**src/rtl/accum_sequencer.sv**
```systemverilog
// accum_sequencer: replays a stored {op,operand} program into the accumulator ALU.
// Ports: clk/rst_n, prog_* write port, start/prog_len/loops/abort, acc_* ALU drive, pc, busy/done/wr_err.
module accum_sequencer #(
  parameter int W     = 8,
  parameter int DEPTH = 8,
  parameter int AW    = 3,
  parameter int LW    = 4
) (
  input  logic          clk,
  input  logic          rst_n,
  input  logic          prog_we,
  input  logic [AW-1:0] prog_addr,
  input  logic [1:0]    prog_op,
  input  logic [W-1:0]  prog_operand,
  input  logic          start,
  input  logic [AW:0]   prog_len,
  input  logic [LW-1:0] loops,
  input  logic          abort,
  output logic          acc_clr,
  output logic          acc_en,
  output logic [1:0]    acc_op,
  output logic [W-1:0]  acc_operand,
  output logic [AW-1:0] pc,
  output logic          busy,
  output logic          done,
  output logic          wr_err
);

  typedef enum logic [1:0] {
    IDLE, CLEAR, RUN, DONE
  } state_t;

  localparam logic [AW:0] DEPTH_L = (AW+1)'(DEPTH);

  state_t        state, nstate;
  logic [AW-1:0] npc;
  logic [LW-1:0] loop_cnt, nloop;
  logic [LW-1:0] loops_q;
  logic [AW:0]   len_q;
  logic [AW:0]   len_clamp;
  logic [1:0]    mem_op  [DEPTH];
  logic [W-1:0]  mem_opd [DEPTH];
  logic          take_start;
  logic          last_entry;
  logic          more_passes;
  logic          we_ok;

  assign take_start = (state == IDLE) && start && !abort;
  assign we_ok = (state == IDLE) || (state == DONE);
  assign len_clamp = (prog_len > DEPTH_L) ? DEPTH_L : prog_len;
  assign last_entry = ({1'b0, pc} == len_q - (AW+1)'(1));
  assign more_passes =
    ({1'b0, loop_cnt} + (LW+1)'(1)) < {1'b0, loops_q};

  always_comb begin
    nstate = state;
    npc    = pc;
    nloop  = loop_cnt;
    unique case (state)
      IDLE: begin
        if (take_start) begin
          nstate = CLEAR;
          npc    = '0;
          nloop  = '0;
        end
      end
      CLEAR: begin
        if (abort)
          nstate = IDLE;
        else if (len_q != '0)
          nstate = RUN;
        else
          nstate = DONE;
      end
      RUN: begin
        if (abort) begin
          nstate = IDLE;
          npc    = '0;
        end else if (!last_entry) begin
          npc = pc + AW'(1);
        end else if (more_passes) begin
          npc   = '0;
          nloop = loop_cnt + LW'(1);
        end else begin
          nstate = DONE;
        end
      end
      DONE: nstate = IDLE;
      default: nstate = IDLE;
    endcase
  end

  // Outputs are registered from the next-state values so they
  // line up with the state they describe.
  always_ff @(posedge clk) begin
    if (!rst_n) begin
      state       <= IDLE;
      pc          <= '0;
      loop_cnt    <= '0;
      loops_q     <= '0;
      len_q       <= '0;
      wr_err      <= 1'b0;
      acc_clr     <= 1'b0;
      acc_en      <= 1'b0;
      acc_op      <= '0;
      acc_operand <= '0;
      busy        <= 1'b0;
      done        <= 1'b0;
      for (int i = 0; i < DEPTH; i++) begin
        mem_op[i]  <= '0;
        mem_opd[i] <= '0;
      end
    end else begin
      state    <= nstate;
      pc       <= npc;
      loop_cnt <= nloop;
      if (take_start) begin
        len_q   <= len_clamp;
        loops_q <= (loops == '0) ? LW'(1) : loops;
        wr_err  <= 1'b0;
      end else if (prog_we && !we_ok) begin
        wr_err <= 1'b1;
      end
      if (prog_we && we_ok) begin
        mem_op[prog_addr]  <= prog_op;
        mem_opd[prog_addr] <= prog_operand;
      end
      acc_clr <= (nstate == CLEAR);
      acc_en  <= (nstate == RUN);
      busy    <= (nstate == CLEAR) || (nstate == RUN);
      done    <= (nstate == DONE);
      // Writes never land while CLEAR/RUN, so mem is stable here.
      acc_op      <= (nstate == RUN) ? mem_op[npc] : '0;
      acc_operand <= (nstate == RUN) ? mem_opd[npc] : '0;
    end
  end

endmodule

```
**config.mk**
```make
export PLATFORM = sky130hd
export DESIGN_NAME = accum_sequencer
export DESIGN_NICKNAME = d
export VERILOG_FILES = /design/src/rtl/accum_sequencer.sv
export SDC_FILE = /design/constraint.sdc
export NUM_CORES = 1
export LEC_CHECK = 0
export ABC_AREA = 0
export BUFFER_PORTS_ARGS = -buffer_cell sky130_fd_sc_hd__buf_4
export CORE_AREA = 2 2 107 109
export CTS_CLUSTER_DIAMETER = 120
export CTS_CLUSTER_SIZE = 25
export DETAILED_ROUTE_END_ITERATION = 7
export DIE_AREA = 0 0 109 111
export PLACE_DENSITY_LB_ADDON = 0.08
export SYNTH_ARGS = -nofsm -noshare
export SYNTH_HDL_FRONTEND = slang
export SYNTH_SLANG_ARGS = --single-unit
```
**constraint.sdc**
```tcl
create_clock -name clk -period 5.5 [get_ports clk]
set_input_delay 0.55 -clock clk [delete_from_list [all_inputs] [get_ports clk]]
set_output_delay 0.55 -clock clk [all_outputs]
set_load 0.02 [all_outputs]
```
==> parameters.txt <==
Parameter                              Value

Run status
  Status ... finished clean

GRT
  Highest-utilization routing layer at the global route stage ... met2
  Global-route total usage across every layer ... 22.8%
  Maximum number of pins on one net before global-route repair ... 41
  M1 GR Usage ... 27.6%
  Antenna violations before repair ... 0
  Final global-route overflow total ... 0
  Global routing usage on met3 ... 5.35%
  Met2 track demand over resource ... 38.4%
  First-pass GRT wire length ... 20,100 um
  Number of global-route vias before repair ... 3,754

Clocking
  Number of setup buffers added after CTS ... 0
  Number of CTS-inserted buffers ... 9
  Insertion delay to the later sink of the worst-skew pair ... 0.36 ns
  Clock tree from TritonCTS ... yes
  CTS HTree Levels ... 3
  CTS-repair resized insts ... 0
  Clock transition at the registers of the reported paths ... 0.07 ns
  Max Buffers Root-to-Sink ... 2
  Number of clock sinks seen by CTS ... 112
  # hold bufs at CTS ... 0
  Cell at the root of the clock tree ... sky130_fd_sc_hd__clkbuf_16

Synth
  Most area-hungry cell type in the Yosys netlist ... sky130_fd_sc_hd__edfxtp_1
  Asr flop ratio synth ... 0%
  Post-synthesis instance area ... 0.00537 mm2
  Number of flops mapped to enable cells by yosys ... 80
  Area share of the leading cell type in the synthesized netlist ... 44.7%
  Sequential area share after synthesis ... 56.7%
  Largest cells by area after synthesis ... sky130_fd_sc_hd__edfxtp_1 (45%), sky130_fd_sc_hd__dfxtp_1 (12%), sky130_fd_sc_hd__and2_1 (10%)
  Number of storage elements in the synthesis netlist ... 112
  Average cell area after synthesis ... 11.1 um2
  Instance count of the mapped netlist ... 485
  Count of warnings emitted by yosys ... 0
  Count of distinct cell types in the synthesized netlist ... 51
  Number of nets produced by synthesis ... 523
  Flip-flop cell with the highest count after synthesis ... sky130_fd_sc_hd__edfxtp_1

Place
  Routability Congestion ... 0.865
  Half-perimeter wire length of the detailed placement result ... 8850 um
  Port buffer count ... 43

Setup path
  R2R setup slack ... 2.02 ns
  Crit-path cells ... ha_1 > ha_1 > a21boi_1 > o31ai_2 > a211oi_2 > o21ai_0 > a211oi_1 > a31oi_1 > inv_1 > ha_1 > and2_1 > a21boi_2 > o211ai_1 > o2bb2ai_1
  Arrival time of data at the critical path endpoint ... 3.76 ns
  Depth of the worst register-to-register path ... 14
  Maximum cell stage delay along the critical path ... 0.49 ns
  Category of the critical setup timing path ... register to register
  Launching element type of the critical path ... register
  Top cell family by delay on the critical path ... compound AO/OA/AOI/OAI gates
  Critical path data required time ... 5.78 ns
  Buf/Inv on CP ... 1
  Highest-delay cell along the critical path ... sky130_fd_sc_hd__a21boi_2
  Launch instance of the worst register-to-register path ... loop_cnt[0]
  Dominant cell type by count on the critical path ... sky130_fd_sc_hd__ha_1
  CP endpoint kind ... register
  Worst reg2reg endpoint ... acc_operand[4]
  Critical-path maximum fanout ... 10

Finish
  Total Nets Final ... 570
  Layout overhead on the synthesized area ... 14.9%
  ANT cells ... 0
  Final core utilization ... 55.7%
  Fraction of final layout cells sized beyond drive strength 1 ... 15.5%
  Leading cell types in the layout, fill and taps excluded ... sky130_fd_sc_hd__and2_1 (87), sky130_fd_sc_hd__edfxtp_1 (80), sky130_fd_sc_hd__buf_4 (55)
  Leading cell type in the layout, fill and taps excluded ... sky130_fd_sc_hd__and2_1

Floorplanning
  Full die area ... 0.0121 mm2
  Num rows ... 39
  Num ports ... 44
  Die Span X ... 109 um
  Core area ... 0.0111 mm2
  Starting density of the core ... 48.5%
  Height of the chip ... 111 um

Run
  Maxcap violations ... 0

STA
  Setup repair after global routing missed its margin ... no
  Worst relative slew slack ... 46.9%
  Top achievable clock speed ... 287 MHz
  Final setup vio count ... 0
  Worst Tran Pin Value ... 0.794 ns
  Min Clock Period, post-route ... 3.48 ns
  Total Neg Setup Slack ... 0 ns
  Period utilisation layout ... 63.3%
  Skew final ... 0.0146 ns
  Count of pins over their slew limit ... 0
  Final hold violation count ... 0

Route
  Number of vias per cell after detailed routing ... 5.51
  First-pass DRT Iterations ... 4
  Vias after detailed routing ... 3,744
  Average wire length per cell after detail routing ... 19.2 um
  Detail Route Antenna Nets ... 0
  DR iter-0 viols ... 222
  # DRC ... 0
  Routed WL ... 13,000 um

Worst hold path
  Worst hold path depth ... 3
  Worst hold endpoint ... loops_q[0]
  Min-Delay Path Class ... primary input to register
  Startpoint of the lowest-slack hold path ... loops[0]

Power
  Static leakage ... 2.44 nW
  Largest voltage drop on the vdd net ... 248 uV
  Cell area power density ... 279 mW/mm2
==> cells in the mapped netlist, types with 2 or more instances <==
cell type / n
sky130_fd_sc_hd__nor2b_1: 6
sky130_fd_sc_hd__inv_1: 13
sky130_fd_sc_hd__buf_6: 3
sky130_fd_sc_hd__a211o_1: 10
sky130_fd_sc_hd__nor3b_1: 3
sky130_fd_sc_hd__and3_1: 10
sky130_fd_sc_hd__nand2b_1: 6
sky130_fd_sc_hd__or3_1: 2
sky130_fd_sc_hd__buf_2: 3
sky130_fd_sc_hd__a21oi_1: 45
sky130_fd_sc_hd__edfxtp_1: 80
sky130_fd_sc_hd__buf_4: 2
sky130_fd_sc_hd__a21boi_0: 10
sky130_fd_sc_hd__o21ai_0: 11
sky130_fd_sc_hd__a211oi_1: 12
sky130_fd_sc_hd__nand3_1: 5
sky130_fd_sc_hd__nand4_1: 3
sky130_fd_sc_hd__and2_1: 87
sky130_fd_sc_hd__nor2_1: 14
sky130_fd_sc_hd__xor2_1: 3
sky130_fd_sc_hd__clkbuf_1: 11
sky130_fd_sc_hd__nand2_1: 51
sky130_fd_sc_hd__o21a_1: 4
sky130_fd_sc_hd__nor3_1: 5
sky130_fd_sc_hd__a31oi_1: 2
sky130_fd_sc_hd__o2bb2ai_1: 9
sky130_fd_sc_hd__dfxtp_1: 32
sky130_fd_sc_hd__o211ai_1: 9
sky130_fd_sc_hd__ha_1: 12
==> how the worst max path moves through the flow <==
| stage | start | end | cells after the start |
|---|---|---|---|
| finish | loop_cnt[0] | acc_operand[4] | 14 |
| detailed placement | loop_cnt[0] | acc_operand[3] | 14 |
| global placement | loop_cnt[0] | acc_operand[3] | 15 |
| global route | loop_cnt[0] | acc_operand[3] | 15 |
| CTS | loop_cnt[0] | acc_operand[3] | 14 |
| floorplan | loop_cnt[0] | acc_operand[3] | 15 |
==> through the flow <==
step	instance area [um2]	hold slack, ns	total power [mW]	cells	worst slack, ns
after detailed placement	5860	0.467	1.08	664	2.05
final	6170	0.429	1.72	680	2.02
after global routing	6170	0.434	1.79	680	1.65
after CTS	6170	0.427	1.74	680	2.01
after floorplan	5370	0.443	1.02	485	2.52
after global placement	5860	0.456	1.07	664	2.17
==> power breakdown <==
part,leakage (nW),switching (mW),internal (mW)
combinational,1.20,0.0688,0.0417
sequential,1.09,0.0129,0.933
clock,0.155,0.312,0.355
==> sequential cells by signal, summed over array words and instances (netlist names), 3 cells and up <==
register and cells:
loops_q 4, loop_cnt 4, pc 3, mem_opd 64, mem_op 16, acc_operand 8, len_q 4
==> kinds of logic (layout without fill, tap and decap cells) <==
logic type	count (synthesis)	in the layout	share of synthesized area (%)
and+or+nand+nor	197	197	20.1
adders and majority gates	12	12	2.80
buffers and inverters	32	84	2.87
xor gates and xnor gates	5	5	0.956
muxes	1	1	0.186
AOI/OAI and AO/OA	126	126	16.4
DFF	112	112	56.7
==> worst min-delay path, stage by stage <==
cell                     delay (ns)
sky130_fd_sc_hd__buf_4         0.08
sky130_fd_sc_hd__nor3_1        0.04
sky130_fd_sc_hd__nor2_1        0.08
==> per-layer routing <==
| layer | share of wire [%] | routed length [um] |
|---|---|---|
| met4 | 3.1 | 399 |
| met3 | 4.6 | 597 |
| met2 | 52 | 6750 |
| met1 | 41 | 5280 |
| met5 | 0 | 0 |
==> cell type report <==
type / count / area [um2]
clock buffers: 11 / 264
multi-input cells: 341 / 2180
fillers: 970 / 4910
clock inverters: 5 / 45.0
inverters: 13 / 48.8
repair buffers: 55 / 413
well taps: 143 / 179
flip-flops and latches: 112 / 3040
No activity file was read; power rests on OpenSTA's default activity.
